### src/rtl/md5_guess_generator_if.sv
// Port bundle for md5_guess_generator: sweep control from the requester, candidate stream to the consumer.
interface md5_guess_generator_if;
   logic         start;
   logic [3:0]   start_len;
   logic [3:0]   stop_len;
   logic         abort;
   logic         en;
   logic [127:0] guess;
   logic [3:0]   guesslen;
   logic         valid;
   logic         busy;
   logic         done;
   logic         err;
   logic [39:0]  count;

   modport master (
      output start, start_len, stop_len, abort, en,
      input  guess, guesslen, valid, busy, done, err, count
   );

   modport slave (
      input  start, start_len, stop_len, abort, en,
      output guess, guesslen, valid, busy, done, err, count
   );
endinterface

### src/rtl/md5_guess_generator.sv
// Brute-force candidate generator: sweeps every string over [CHAR_MIN..CHAR_MAX]
// from start_len to stop_len bytes, one candidate per consumed cycle.
//
// state | meaning
// IDLE  | no sweep; waiting for a valid start
// RUN   | presenting candidates; advance on en
// DONE  | last candidate consumed; outputs hold final values
module md5_guess_generator #(
   parameter logic [7:0] CHAR_MIN = 8'h61,
   parameter logic [7:0] CHAR_MAX = 8'h7a
) (
   input logic                  clk,
   input logic                  rst,
   md5_guess_generator_if.slave bus
);

   typedef enum logic [1:0] {IDLE, RUN, DONE} state_t;

   state_t       state, state_nx;
   logic [127:0] guess_q, guess_nx, odo_guess;
   logic [3:0]   len_q, len_nx, stop_q, stop_nx;
   logic [39:0]  count_q, count_nx;
   logic         err_q, err_nx;
   logic         all_max;
   logic         start_ok;

   // Used bytes set to CHAR_MIN, unused bytes zero.
   function automatic logic [127:0] fill_min(input logic [3:0] n);
      logic [127:0] f;
      f = '0;
      for (int i = 0; i < 16; i++) begin
         if (4'(i) < n) f[127-8*i -: 8] = CHAR_MIN;
      end
      return f;
   endfunction

   // Odometer step; carry out of byte 0 means every used byte was at CHAR_MAX.
   always_comb begin : odometer
      logic carry;
      carry     = 1'b1;
      odo_guess = guess_q;
      for (int i = 15; i >= 0; i--) begin
         if ((4'(i) < len_q) && carry) begin
            if (guess_q[127-8*i -: 8] == CHAR_MAX) begin
               odo_guess[127-8*i -: 8] = CHAR_MIN;
            end else begin
               odo_guess[127-8*i -: 8] = guess_q[127-8*i -: 8] + 8'd1;
               carry = 1'b0;
            end
         end
      end
      all_max = carry;
   end

   assign start_ok = (bus.start_len != 4'd0) && (bus.stop_len != 4'd0) &&
                     (bus.start_len <= bus.stop_len);

   always_comb begin
      state_nx = state;
      guess_nx = guess_q;
      len_nx   = len_q;
      stop_nx  = stop_q;
      count_nx = count_q;
      err_nx   = 1'b0;
      case (state)
         IDLE, DONE: begin
            if (bus.start) begin
               if (start_ok) begin
                  state_nx = RUN;
                  len_nx   = bus.start_len;
                  stop_nx  = bus.stop_len;
                  guess_nx = fill_min(bus.start_len);
                  count_nx = '0;
               end else begin
                  err_nx = 1'b1;
               end
            end
         end
         RUN: begin
            if (bus.abort) begin
               state_nx = IDLE;
            end else if (bus.en) begin
               count_nx = count_q + 40'd1;
               if (!all_max) begin
                  guess_nx = odo_guess;
               end else if (len_q < stop_q) begin
                  len_nx   = len_q + 4'd1;
                  guess_nx = fill_min(len_q + 4'd1);
               end else begin
                  state_nx = DONE;
               end
            end
         end
         default: state_nx = IDLE;
      endcase
   end

   always_ff @(posedge clk) begin
      if (rst) begin
         state   <= IDLE;
         guess_q <= '0;
         len_q   <= '0;
         stop_q  <= '0;
         count_q <= '0;
         err_q   <= 1'b0;
      end else begin
         state   <= state_nx;
         guess_q <= guess_nx;
         len_q   <= len_nx;
         stop_q  <= stop_nx;
         count_q <= count_nx;
         err_q   <= err_nx;
      end
   end

   assign bus.guess    = guess_q;
   assign bus.guesslen = len_q;
   assign bus.valid    = (state == RUN);
   assign bus.busy     = (state == RUN);
   assign bus.done     = (state == DONE);
   assign bus.err      = err_q;
   assign bus.count    = count_q;

endmodule

### src/flat_wrapper.sv
// flat-port wrapper written by rule: the top's interface ports become plain ports
module md5_guess_generator_flat 
#(
   parameter logic [7:0] CHAR_MIN = 8'h61,
   parameter logic [7:0] CHAR_MAX = 8'h7a
)
  (clk, rst, bus_start, bus_start_len, bus_stop_len, bus_abort, bus_en, bus_guess, bus_guesslen, bus_valid, bus_busy, bus_done, bus_err, bus_count);
  md5_guess_generator_if bus_i ();
  input logic clk;
  input logic rst;
  input wire logic [$bits(bus_i.start)-1:0] bus_start;
  input wire logic [$bits(bus_i.start_len)-1:0] bus_start_len;
  input wire logic [$bits(bus_i.stop_len)-1:0] bus_stop_len;
  input wire logic [$bits(bus_i.abort)-1:0] bus_abort;
  input wire logic [$bits(bus_i.en)-1:0] bus_en;
  output wire logic [$bits(bus_i.guess)-1:0] bus_guess;
  output wire logic [$bits(bus_i.guesslen)-1:0] bus_guesslen;
  output wire logic [$bits(bus_i.valid)-1:0] bus_valid;
  output wire logic [$bits(bus_i.busy)-1:0] bus_busy;
  output wire logic [$bits(bus_i.done)-1:0] bus_done;
  output wire logic [$bits(bus_i.err)-1:0] bus_err;
  output wire logic [$bits(bus_i.count)-1:0] bus_count;
  assign bus_i.start = bus_start;
  assign bus_i.start_len = bus_start_len;
  assign bus_i.stop_len = bus_stop_len;
  assign bus_i.abort = bus_abort;
  assign bus_i.en = bus_en;
  assign bus_guess = bus_i.guess;
  assign bus_guesslen = bus_i.guesslen;
  assign bus_valid = bus_i.valid;
  assign bus_busy = bus_i.busy;
  assign bus_done = bus_i.done;
  assign bus_err = bus_i.err;
  assign bus_count = bus_i.count;
  md5_guess_generator #(.CHAR_MIN(CHAR_MIN), .CHAR_MAX(CHAR_MAX)) u_core (.clk(clk), .rst(rst), .bus(bus_i));
endmodule
### config.mk
export PLATFORM = sky130hd
export DESIGN_NAME = md5_guess_generator_flat
export DESIGN_NICKNAME = d
export VERILOG_FILES = /design/src/rtl/md5_guess_generator_if.sv /design/src/rtl/md5_guess_generator.sv /design/src/flat_wrapper.sv
export SDC_FILE = /design/constraint.sdc
export NUM_CORES = 1
export LEC_CHECK = 0
export CAP_MARGIN = 15
export CORE_UTILIZATION = 40
export CTS_CLUSTER_SIZE = 16
export DETAILED_ROUTE_END_ITERATION = 6
export GPL_TIMING_DRIVEN = 1
export PLACE_DENSITY_LB_ADDON = 0.3
export SYNTH_ARGS = -nofsm -noshare
export SYNTH_HDL_FRONTEND = slang
export SYNTH_SLANG_ARGS = --single-unit
### constraint.sdc
create_clock -name clk -period 3.41 [get_ports clk]
set_input_delay 0.682 -clock clk [delete_from_list [all_inputs] [get_ports clk]]
set_output_delay 0.682 -clock clk [all_outputs]
set_load 0.02 [all_outputs]
==> results of run 1 <==
==> cell usage in the layout (no fill, tap or decap), types with 15 or more instances in the layout <==
cell             instances
a21oi_1                 76
a211oi_1                17
and3_1                  42
buf_4                  106
nor2b_1                 18
nor4_1                  28
xnor2_1                 39
clkdlybuf4s50_1        187
dfxtp_1                179
inv_1                   64
xor2_1                  17
ha_1                    41
nor3_1                  41
nand4_1                 23
o2bb2ai_1               15
o21ai_0                 44
nand2_1                130
nand3_1                 91
or3_1                   18
o21ai_1                 18
clkbuf_16               17
nor2_1                 105
==> sequential cells by signal, indices dropped and copies added (netlist names) <==
signal               count
u_core.stop_q            4
u_core.bus.err           1
u_core.bus.guess       128
u_core.state             2
u_core.bus.count        40
u_core.bus.guesslen      4
==> power by group through the flow <==
stage	clock network [uW]	registers (uW)	logic [uW]
after global placement	0	2320	1500
after CTS	2100	2270	1530
after global routing	2190	2290	1670
after detailed placement	0	2320	1520
after floorplan	0	2380	778
final	2080	2280	1560
==> final timing paths <==
kind	to	cells past startpoint
worst max-delay path	u_core.bus.guess[58]	11
worst min-delay path	u_core.bus.guess[0]	2
worst max register to register	u_core.bus.guess[58]	11
worst min register to register	u_core.bus.guess[0]	2
==> per-layer routing <==
metal | vias to the layer above | GRT usage, % | routed length (microns)
met2 | 543 | 40.56 | 16360
met3 | 87 | 4.372 | 2838
li1 | 5646 | - | -
met1 | 5670 | 35.87 | 16830
met4 | 0 | 10.77 | 1226
met5 | - | 0 | 0
==> kinds of logic (layout without fill, tap and decap cells) <==
family,after synthesis,after routing,synth area share [%]
DFF,179,179,32.77
and+or+nand+nor,583,583,28.11
buffers and inverters,131,398,4.817
AOI/OAI and AO/OA,378,378,25.13
xor gates and xnor gates,56,56,4.485
adders and majority gates,41,41,4.691
==> metrics by stage <==
step	instances	utilization [%]
floorplan	1368	-
global placement	1944	51.78
detailed placement	1944	51.78
CTS	1976	54.12
global route	1976	54.12
finish	1976	54.12
==> critical path, cell delays in order, from the launching register on <==
cell	delay (ns)
dfxtp_1	0.45
inv_1	0.14
ha_1	0.24
buf_4	0.17
nor2b_1	0.23
o22ai_1	0.16
and4_1	0.23
and4_4	0.30
buf_12	0.19
nor4_1	0.64
and3b_1	0.27
a221o_1	0.11
==> layout make-up <==
cell class / count / area (sq um) / share of cell area, %
Inverter: 64 / 240.2 / 1.652
Clock buffer: 17 / 425.4 / 2.925
Timing Repair Buffer: 302 / 2833 / 19.48
Multi-Input combinational cell: 1058 / 6834 / 46.99
Clock inverter: 15 / 201.4 / 1.385
Tap cell: 341 / 426.7 / 2.934
Sequential cell: 179 / 3583 / 24.64
==> metrics.md, run 1 <==
| Metric | Value |
|---|---|
| Status | `completed` |
| Post-CTS Resized | `0` |
| Most frequent cells after synthesis | `dfxtp_1, nand2_1, nor2_1, nand3_1, a21oi_1` |
| Nets | `1676` |
| Clock net sink count | `179` |
| Routed WL | `37.26 mm` |
| Slew margin rel. | `46.78%` |
| Final Wtd Congestion | `0.9358` |
| Mapped Avg Cell Area | `7.994 sq um` |
| Final Setup Violations | `0` |
| Synth warn | `0` |
| Worst-Margin Slew | `0.7960 ns` |
| CTS tree | `done` |
| Count leader, synth | `dfxtp_1` |
| Post-synth EDFFs | `0` |
| Filler cells | `2511` |
| Crit path launch type | `flip-flop` |
| Sequential share of power | `38.5%` |
| Row count | `60` |
| CP Capture Type | `flip-flop` |
| Leak Pwr | `0.005224 uW` |
| First-pass GRT wire length | `59.09 mm` |
| Total number of vias | `11.95k` |
| Hold_sp | `u_core.bus.guess[0]` |
| Synthesized area | `10940 sq um` |
| 1st-iter DRT viols | `1206` |
| Latest clock arrival within the worst-skew pair | `0.45 ns` |
| Origin of the worst setup path | `u_core.bus.guesslen[0]` |
| Post-CTS Repair Setup Buffers | `0` |
| Initial core utilization | `40.69%` |
| Final Power | `5912 uW` |
| Die area | `28000 sq um` |
| # diodes | `0` |
| Port buffer count | `188` |
| Synth area leader | `dfxtp_1` |
| Sequential fraction of the synthesis area | `32.77%` |
| Total core area | `26880 sq um` |
| RSZ-0062 raised after global routing | `no` |
| Min cycle time layout | `3.206 ns` |
| Wire length per cell | `18.85 microns` |
| Die Wd | `167.3 microns` |
| ANT nets after route | `0` |
| Final period util | `94.02%` |
| Layout area overhead | `33.00%` |
| Power Density | `406.5 nW/um^2` |
| Reg clk slew, reported paths | `0.08 ns` |
| Max Cap Viol | `0` |
| Main synth FF type | `dfxtp_1` |
| DR pass1 iterations | `5` |
| IO Pins | `189` |
| Setup CP Type | `reg2reg` |
| Root buffer cell | `clkbuf_16` |
| Vias/cell | `6.046` |
| Setup TNS | `0 ns` |
| Area contributors post-synth | `dfxtp_1, ha_1, nand2_1` |
| Worst endpoint required time | `3.79 ns` |
| CTS HTree Levels | `4` |
| Combinational Power Share | `26.4%` |
| Net switching power figure | `2129 uW` |
| Detailed placement HPWL | `27.57 mm` |
| Ys async rst share | `0%` |
| CTS buffer count | `17` |
| Worst-path maximum fanout | `16` |
| RR Startpoint | `u_core.bus.guesslen[0]` |
| Initial antenna violation count | `0` |
| Max Fclk | `311.9 MHz` |
| Post-cts hold buffer count | `0` |
| Clock tree buffer depth | `2` |
| Largest net degree at the start of global routing | `69` |
| Max Slew Vio Count | `0` |
| Yosys top cell area share | `32.77%` |
| Synthesized Nets | `1422` |
| Syn Inst Count | `1368` |
| Min Hold Slack | `0.4443 ns` |
| Pint | `3783 uW` |
| Maximum VDD drop | `0.3151 mV` |
| CP arrival | `3.59 ns` |
| Placed cell area | `13920 sq um` |
| Clk pwr share | `35.1%` |
| Switch share | `36.01%` |
| Die Ht | `167.3 microns` |
| Share of layout cells above drive strength 1 | `11.13%` |
| Hold WC Path Type | `reg2reg` |
| DR DRC count | `0` |
| Worst R2R Setup Slack | `0.20 ns` |
| Hold Vio Cnt, Final | `0` |
| #FFs+latches synth | `179` |
| Synth unique cells | `92` |
| Number of global-route vias before repair | `11.12k` |
| Worst clock skew | `0.01617 ns` |
| GRT Total Usage | `26.15%` |
| Post-placement setup slack | `-0.1276 ns` |
| Final worst slack | `0.2040 ns` |
| Total grt overflow | `0` |
| Cell area after layout | `14540 sq um` |
Note: power is estimated with default switching activity, not from simulation.
==> run 2, diff against run 1 <==
==> constraint.sdc (replaced) <==
create_clock -name clk -period 2.7 [get_ports clk]
set_input_delay 0.54 -clock clk [delete_from_list [all_inputs] [get_ports clk]]
set_output_delay 0.54 -clock clk [all_outputs]
set_load 0.02 [all_outputs]
==> metrics.md, run 2 (synthesis gave the netlist of run 1 again) <==
| Metric | Value |
|---|---|
| Die area | `28000 sq um (unchanged)` |
| Max Fclk | `354.4 MHz (+14%)` |
| Clock tree buffer depth | `2 (unchanged)` |
| CP top delay family | `compound AO/OA/AOI/OAI gates` |
| Crit path launch type | `flip-flop` |
| FF+latch area | `3596 sq um (+0.35%)` |
| GRT Total Usage | `28.27% (+2.1 points)` |
| Slowest stage cell, crit path | `or3b_4` |
| First-pass GRT wire length | `63.52 mm (+7.5%)` |
| Setup TNS | `-1.598 ns (-1.598 ns)` |
| Worst-Margin Slew | `0.5262 ns (-0.2698 ns)` |
| Final worst slack | `-0.1215 ns (-0.3255 ns)` |
| Status | `complete, but fails checks` |
| Clock net sink count | `179 (unchanged)` |
| Fin util | `63.85% (+9.7 points)` |
| Multi-input gate area | `7493 sq um (+9.6%)` |
| Min cycle time layout | `2.822 ns (-0.3845 ns)` |
| IO Pins | `189 (unchanged)` |
| Initial antenna violation count | `0 (unchanged)` |
| Crit-path max cell delay | `0.40 ns (-0.24 ns)` |
| Total grt overflow | `0 (unchanged)` |
| CP Capture Type | `flip-flop` |
| # diodes | `0 (unchanged)` |
| Power Density | `481.5 nW/um^2 (+18%)` |
| Buffers and inverters on the worst path | `2 (-1)` |
| Row count | `60 (unchanged)` |
| Total number of vias | `12.94k (+8.3%)` |
| Nets | `1908 (+14%)` |
| Worst endpoint required time | `3.06 ns (-0.73 ns)` |
| CP arrival | `3.18 ns (-0.41 ns)` |
| Root buffer cell | `clkbuf_16` |
| Hold WC Path Type | `reg2reg` |
| Final Setup Violations | `34 (+34)` |
| Port buffer count | `188 (unchanged)` |
| Slew margin rel. | `64.62% (+18 points)` |
| Worst clock skew | `0.01665 ns (+0.0004811 ns)` |
| Number of global-route vias before repair | `12.01k (+8.0%)` |
| Commonest non-fill, non-tap cell in the layout | `buf_4` |
| ANT nets after route | `0 (unchanged)` |
| CTS HTree Levels | `4 (unchanged)` |
| Layout area overhead | `56.91%` |
| Die Wd | `167.3 microns (unchanged)` |
| Post-cts hold buffer count | `0 (unchanged)` |
| Most frequent cells in the layout | `buf_4, clkdlybuf4s50_1, dfxtp_1` |
| Leak Pwr | `0.006547 uW (+25%)` |
| Filler cells | `2261 (-10%)` |
| CTS tree | `done` |
| Share of layout cells above drive strength 1 | `28.49% (+17 points)` |
| DR DRC count | `1 (+1)` |
| Routed WL | `41.44 mm (+11%)` |
| Die Ht | `167.3 microns (unchanged)` |
| Worst-path maximum fanout | `6 (-10)` |
| Initial core utilization | `40.69% (unchanged)` |
| CTS buffer count | `17 (unchanged)` |
| Final period util | `104.5% (+10 points)` |
| Detailed placement HPWL | `30.58 mm (+11%)` |
| Setup CP Type | `reg2reg` |
| Final Power | `8262 uW (+40%)` |
| Max reg flops | `128 (unchanged)` |
| Cell area after layout | `17160 sq um (+18%)` |
| Reg clk slew, reported paths | `0.08 ns (about the same)` |
| Placed cell area | `15440 sq um (+11%)` |
| Hold Vio Cnt, Final | `0 (unchanged)` |
| Worst R2R Setup Slack | `-0.12 ns (-0.33 ns)` |
| CP Cell Sequence | `inv_2, ha_4, or3b_4, o41ai_4, o221a_4, and4_4, buf_8, a41o_1, and3b_2, a221oi_2` |
| Max Cap Viol | `0 (unchanged)` |
| Largest net degree at the start of global routing | `39 (-43%)` |
| Failing checks | `DRC, setup timing` |
| Maximum VDD drop | `0.3683 mV (+17%)` |
| RSZ-0062 raised after global routing | `yes` |
| Wire length per cell | `18.77 microns (-0.45%)` |
| 1st-iter DRT viols | `1066 (-12%)` |
| Final Wtd Congestion | `0.9897 (+5.8%)` |
| Vias/cell | `5.860 (-3.1%)` |
| DR pass1 iterations | `7 (+2)` |
| Latest clock arrival within the worst-skew pair | `0.45 ns (about the same)` |
| Total core area | `26880 sq um (unchanged)` |
| Max Slew Vio Count | `0 (unchanged)` |
[run 2: path summary, 6_finish.rpt]
check / start / endpoint / cells past startpoint
setup / recovery: u_core.bus.guess[80] / u_core.bus.guess[14] / 10
hold / removal: u_core.bus.guess[0] / u_core.bus.guess[0] / 2
setup reg to reg: u_core.bus.guess[80] / u_core.bus.guess[14] / 10
hold reg to reg: u_core.bus.guess[0] / u_core.bus.guess[0] / 2
[run 2: metal layers]
layer  share of wire, %  wire, microns  GRT usage, %  vias to the layer above
li1                   -              -             -                     6099
met1                 43          17620         37.07                     6122
met2                 46          19090         45.92                      623
met3                8.1           3345         4.892                       95
met4                3.4           1389         11.41                        0
met5                  0              0             0                        -
[run 2: worst register-to-register path: stages, from the launching register on]
cell and delay, ns:
dfxtp_2 0.33, inv_2 0.07, ha_4 0.12, or3b_4 0.40, o41ai_4 0.28, o221a_4 0.29, and4_4 0.32, buf_8 0.15
a41o_1 0.26, and3b_2 0.27, a221oi_2 0.25
[run 2: repair_timing]
action                     4_1_cts  5_1_grt
setup endpoints to repair      146      115
setup buffers                   12       20
gates resized for setup         65      121
pin swaps                       17       49
gates cloned                     1        1
[run 2: report_power, final]
part / switching (uW) / internal, uW / total [uW]
sequential: 67.1 / 2730 / 2800
combinational: 1570 / 1330 / 2890
clock: 1310 / 1260 / 2570
[run 2: layout make-up]
cell class	count	share of cell area (%)
Clock buffer	17	2.479
Inverter	64	1.422
Multi-Input combinational cell	1058	43.67
Sequential cell	179	20.96
Timing Repair Buffer	534	27.96
Clock inverter	15	1.028
Tap cell	341	2.487
[run 2: through the flow]
stage               hold WS, ns  instances  setup slack [ns]
finish                   0.4381       2208           -0.1215
global route             0.4749       2208           -0.1898
CTS                      0.4452       2188          -0.05312
detailed placement       0.4336       2143           -0.7534
global placement         0.4281       2143           -0.6808
floorplan                0.4363       1368          0.001044
